## config.mk

```make
export PLATFORM = sky130hd
export DESIGN_NAME = d_mem_responder
export DESIGN_NICKNAME = d
export VERILOG_FILES = /design/src/rtl/d_mem_responder_pkg.sv /design/src/rtl/d_mem_array.sv /design/src/rtl/d_mem_responder.sv
export SDC_FILE = /design/constraint.sdc
export NUM_CORES = 2
export LEC_CHECK = 0
export CAP_MARGIN = 25
export CELL_PAD_IN_SITES_DETAIL_PLACEMENT = 1
export CELL_PAD_IN_SITES_GLOBAL_PLACEMENT = 2
export CORE_UTILIZATION = 43
export DETAILED_ROUTE_END_ITERATION = 8
export PLACE_DENSITY = 0.85
export SYNTH_ARGS = -nofsm -noshare
export SYNTH_HDL_FRONTEND = slang
export SYNTH_SLANG_ARGS = --single-unit
export TNS_END_PERCENT = 100
```

## constraint.sdc

```tcl
create_clock -name clock -period 3.7 [get_ports clock]
set_input_delay 0.74 -clock clock [delete_from_list [all_inputs] [get_ports clock]]
set_output_delay 0.74 -clock clock [all_outputs]
set_load 0.01 [all_outputs]
```

## src/rtl/d_mem_responder_pkg.sv

```systemverilog
// Shared types and constants for the data-memory responder and its word array.
package d_mem_responder_pkg;

    typedef enum logic [1:0] {
        ST_IDLE = 2'b00,
        ST_WAIT = 2'b01,
        ST_RESP = 2'b10
    } state_t;

    localparam int          WORD_BYTES = 4;
    localparam logic [31:0] ZERO_DATA  = 32'h0;

endpackage

```

## src/rtl/d_mem_array.sv

```systemverilog
// Word-wide storage with synchronous write and registered (synchronous) read.
module d_mem_array #(
    parameter int DEPTH = 64,
    parameter int IDX_W = 6
) (
    input  logic             clock,
    input  logic             wr_en,
    input  logic             rd_en,
    input  logic [IDX_W-1:0] idx,
    input  logic [31:0]      wdata,
    output logic [31:0]      rdata
);

    logic [31:0] mem [DEPTH];

    // Contents are deliberately not reset; rdata only changes on a read strobe.
    always_ff @(posedge clock) begin
        if (wr_en) mem[idx] <= wdata;
        if (rd_en) rdata <= mem[idx];
    end

endmodule

```

## src/rtl/d_mem_responder.sv

```systemverilog
// Multi-cycle data-memory responder: one outstanding word request, fixed wait states,
// read data or write acknowledgement returned over a held response channel.
module d_mem_responder
    import d_mem_responder_pkg::*;
#(
    parameter int DEPTH       = 64,
    parameter int WAIT_STATES = 2
) (
    input  logic        clock,
    input  logic        reset,
    input  logic        req_valid,
    input  logic        req_write,
    input  logic [31:0] req_addr,
    input  logic [31:0] req_wdata,
    output logic        req_ready,
    output logic        resp_valid,
    input  logic        resp_ready,
    output logic [31:0] resp_rdata,
    output logic        resp_error,
    output logic [1:0]  fsm_state
);

    // Handshakes: a request transfers on an edge where req_valid && req_ready; a
    // response transfers on an edge where resp_valid && resp_ready. Both sides hold
    // their payload stable while valid is high and the transfer has not happened.

    localparam int                  OFS_W     = $clog2(WORD_BYTES);
    localparam int                  IDX_W     = (DEPTH > 1) ? $clog2(DEPTH) : 1;
    localparam logic [3:0]          WAIT_LOAD = 4'(WAIT_STATES);
    localparam logic [31-OFS_W:0]   DEPTH_W   = (32 - OFS_W)'(DEPTH);

    generate
        if (WAIT_STATES < 0 || WAIT_STATES > 15) begin : g_bad_wait_states
            $error("d_mem_responder: WAIT_STATES must be in 0..15");
        end
    endgenerate

    state_t      state, state_next;
    logic [3:0]  count;
    logic        cap_write;
    logic [31:0] cap_addr, cap_wdata;
    logic        err_q, rd_sel;
    logic        addr_err, entry;
    logic [31:0] arr_rdata;

    assign addr_err = (cap_addr[OFS_W-1:0] != '0) || (cap_addr[31:OFS_W] >= DEPTH_W);
    // The counter is loaded with WAIT_STATES so the memory access lands on edge
    // N+WAIT_STATES+1 after acceptance at edge N, for every legal setting including 0.
    assign entry    = (state == ST_WAIT) && (count == 4'd0);

    always_ff @(posedge clock or posedge reset) begin
        if (reset) state <= ST_IDLE;
        else       state <= state_next;
    end

    always_comb begin
        state_next = state;
        case (state)
            ST_IDLE: if (req_valid)        state_next = ST_WAIT;
            ST_WAIT: if (count == 4'd0)    state_next = ST_RESP;
            ST_RESP: if (resp_ready)       state_next = ST_IDLE;
            default:                       state_next = ST_IDLE;
        endcase
    end

    always_comb begin
        req_ready  = (state == ST_IDLE);
        resp_valid = (state == ST_RESP);
        resp_error = err_q;
        resp_rdata = rd_sel ? arr_rdata : ZERO_DATA;
        fsm_state  = state;
    end

    always_ff @(posedge clock or posedge reset) begin
        if (reset) begin
            count     <= 4'd0;
            cap_write <= 1'b0;
            cap_addr  <= ZERO_DATA;
            cap_wdata <= ZERO_DATA;
            err_q     <= 1'b0;
            rd_sel    <= 1'b0;
        end else begin
            if (state == ST_IDLE && req_valid) begin
                cap_write <= req_write;
                cap_addr  <= req_addr;
                cap_wdata <= req_wdata;
                count     <= WAIT_LOAD;
            end else if (state == ST_WAIT && count != 4'd0) begin
                count <= count - 4'd1;
            end

            if (entry) begin
                err_q  <= addr_err;
                rd_sel <= !cap_write && !addr_err;
            end else if (state == ST_RESP && resp_ready) begin
                err_q  <= 1'b0;
                rd_sel <= 1'b0;
            end
        end
    end

    // Writes commit only on the entry edge, so a reset during WAIT drops them.
    d_mem_array #(
        .DEPTH (DEPTH),
        .IDX_W (IDX_W)
    ) u_array (
        .clock (clock),
        .wr_en (entry && cap_write && !addr_err),
        .rd_en (entry && !cap_write && !addr_err),
        .idx   (cap_addr[IDX_W+OFS_W-1:OFS_W]),
        .wdata (cap_wdata),
        .rdata (arr_rdata)
    );

endmodule

```

==> reports/summary.txt <==
Internal: 49,620 uW
Placed Cells incl. Taps: 7,119
Vias in the first global route: 51,080
Pwr/cell area: 824.2 nW/um^2
Area Overhead vs Synth: 16.67%
Reg2Reg Depth: 10
Drt wl/cell: 35.71 um
Gr ovfl total: 0
Crit path kind: flop to flop
Clk_skew: 0.04027 ns
Mapped Area: 80,870 um^2
Final nets: 4,937
Routed Antenna Nets: 0
Critical Path Sink Type: flop
Starting Density: 0.4347
Detailed-route via count: 50,320
Die W: 435.7 um
GR met2 Demand/Resource: 0.4452
Cell count after synthesis: 4,532
Net switching power: 28,150 uW
DR pass1 iterations: 8
Final Core Density: 0.5072
Outcome: finished clean
RSZ-0062 raised after global routing: false
Distinct cells, synth: 64
GRT met3 Usage: 0.05925
PortBufs: 105
Register area: 64,340 um^2
Sequential power share: 0.428
Clock Power Share: 0.266
Final wirelength: 268,800 um
Crit-path max FO: 36
Final-report max-slew violation count: 0
FF-to-FF setup slack: 0.05 ns
Rel. slew slack: 0.2526
Clock slew at reported path FFs: 0.06 ns
GRT Overall Usage: 0.2761
Clock sink count: 2,153
Sw Share: 0.3619
Number of gates resized after CTS: 0
Req. time, crit path: 4.29 ns
Die height: 435.7 um
Antenna violations before repair: 20
Min Clock Period, post-route: 3.649 ns
Area of the multi-input gates: 15,550 um^2
CTS buffer count: 205
Comb pwr share: 0.306
R2r endpoint: u_array.rdata[26]
H-tree lvl count: 4
Share of layout cells above drive strength 1: 0.1809
EDFF count, synth: 2,080
Core Region: 186,000 um^2
Largest net degree at the start of global routing: 77
Die area: 189,800 um^2
Crit path DAT: 4.24 ns
Peak supply drop: 0.0006104 V
Worst Tran Pin Value: 1.121 ns
Fill cells: 16,900
Max Cap Viol: 0
Crit share post-route: 0.9862
Synth Flop Type: edfxtp_1
Leak: 0.02934 uW
CTS tree: done
Clk Latency, worst-skew pair: 0.87 ns
Clk buf depth: 3
DRC: 0
Clk root buf: clkbuf_16
Worst setup SP type: flop
GRT busiest layer: met2
Final hold violations: 0
Final setup fails: 0
Initial DRC count: 8,054
F_max: 274.0 MHz
Num rows: 158
Post-DP HPWL: 162,700 um
Yosys warning count: 0
IO Count: 106
Min-Delay Path Class: primary input to asynchronous set/reset pin
Yosys reg bits: 2,153
Syn_area_per_cell: 17.84 um^2
Register area share after synthesis: 0.7950
GP Congestion: 0.8861
First-pass GRT wire length: 377,000 um
Synth Net Count: 4,602
Final cell count without fillers: 7,526
Pwr Total: 77,770 uW
Grt met1 use: 0.3537
Vias per Instance: 6.687
R2r startpoint: cap_addr[4]
FFs w/ async S/R, synth: 0.03391
Count of hold-fix buffers inserted at cts: 0
==> through the flow <==
step	hold slack (ns)	setup TNS (ns)	setup slack, ns	area, um^2
2_1_floorplan	0.4811	0	0.1023	80870
3_3_place_gp	0.4897	-0.09693	-0.03231	87490
3_5_place_dp	0.5002	-0.3553	-0.03183	87600
4_1_cts	0.2650	0	0.03599	94140
5_1_grt	0.3184	0	0.01988	94340
6_report	0.3031	0	0.05099	94350
==> power by group through the flow <==
stage | Combinational [uW] | Sequential [uW] | Clock [uW]
final | 23800 | 33300 | 20700
after global routing | 24400 | 33400 | 21500
after CTS | 22600 | 33700 | 20700
after detailed placement | 22300 | 34200 | 0
after global placement | 21200 | 34100 | 0
after floorplan | 11400 | 33200 | 0
==> critical path, cell delays in order (launching register included) <==
cell and delay, ns:
dfrtp_4 0.45, buf_4 0.22, buf_4 0.34, nand2b_1 0.22
buf_12 0.24, o221ai_1 0.15, a222oi_1 0.76, nor2_1 0.21
nor3_1 0.42, buf_4 0.19, o2111ai_1 0.11
==> layer usage <==
layer,up-vias,routed length [um]
met1,26030,96310
met5,-,95
met2,3798,128000
met4,10,14320
met3,771,30030
li1,19720,-
==> cell usage after synthesis, types with 30 or more instances <==
cell type	count	area, um^2
buf_2	112	560.5
clkbuf_1	158	593.1
nor2_1	195	732.0
o22ai_1	154	963.4
dfrtp_1	73	1827
buf_1	41	153.9
a22oi_1	412	3093
edfxtp_1	2080	62460
a221o_1	39	390.4
mux2i_1	124	1241
mux2_2	118	1329
and2_1	40	250.2
a221oi_1	344	3013
nand2_1	52	195.2
a21oi_1	81	405.4
a22o_1	30	262.8
nor3_1	57	285.3
o21ai_0	82	410.4
==> registers in the layout, summed over array words and instances, names as in the netlist <==
| name | cells |
|---|---|
| cap_write | 1 |
| fsm_state | 2 |
| u_array.rdata | 32 |
| u_array.mem | 2048 |
| cap_wdata | 32 |
| resp_error | 1 |
| rd_sel | 1 |
| count | 4 |
| cap_addr | 32 |
==> worst max path at each step <==
stage                startpoint                   to  cells past startpoint
finish              cap_addr[4]    u_array.rdata[26]                     10
global route           count[0]   u_array.mem[42][0]                     12
CTS                    count[0]  u_array.mem[32][23]                     11
detailed placement     count[0]  u_array.mem[16][18]                     11
global placement       count[0]   u_array.mem[42][0]                     11
floorplan              count[0]   u_array.mem[10][0]                      9
==> kinds of logic after synthesis <==
family                   synth area share
XOR/XNOR                        0.0003250
buffers and inverters             0.02067
AO/OA/AOI/OAI                      0.1218
adder cells (fa/ha/maj)         0.0001547
flip-flops                         0.7950
AND/OR/NAND/NOR                   0.02749
multiplexers                      0.03456
==> cell type report <==
class	count	area share
antenna	4	0.0001061
clock buffer	275	0.05912
clock inverter	107	0.009906
inverter	22	0.0009018
multi-input combinational	2021	0.1649
sequential	2153	0.6819
tap	2480	0.03289
timing repair buffer	464	0.05029
==> cell usage in the layout (no fill, tap or decap), types with 31 or more instances in the layout <==
| cell | count |
|---|---|
| a21oi_1 | 81 |
| a221o_1 | 39 |
| a221oi_1 | 344 |
| a22oi_1 | 412 |
| and2_1 | 36 |
| buf_12 | 79 |
| buf_4 | 265 |
| clkbuf_1 | 56 |
| clkbuf_16 | 209 |
| clkdlybuf4s50_1 | 105 |
| clkinv_1 | 42 |
| clkinv_2 | 31 |
| dfrtp_1 | 36 |
| dfrtp_2 | 34 |
| edfxtp_1 | 2080 |
| mux2_2 | 118 |
| mux2i_1 | 124 |
| nand2_1 | 51 |
| nor2_1 | 125 |
| nor2_4 | 69 |
| nor3_1 | 56 |
| o21ai_0 | 82 |
| o22ai_1 | 154 |
==> what timing repair did <==
action | 4_1_cts | 5_1_grt
setup endpoints to repair | 28 | 56
cloned | 4 | 2
setup buffers | 0 | 3
pin swaps | 4 | 4
endpoints found under the hold margin | 0 | 0
Note: power is estimated with default switching activity, not from simulation.
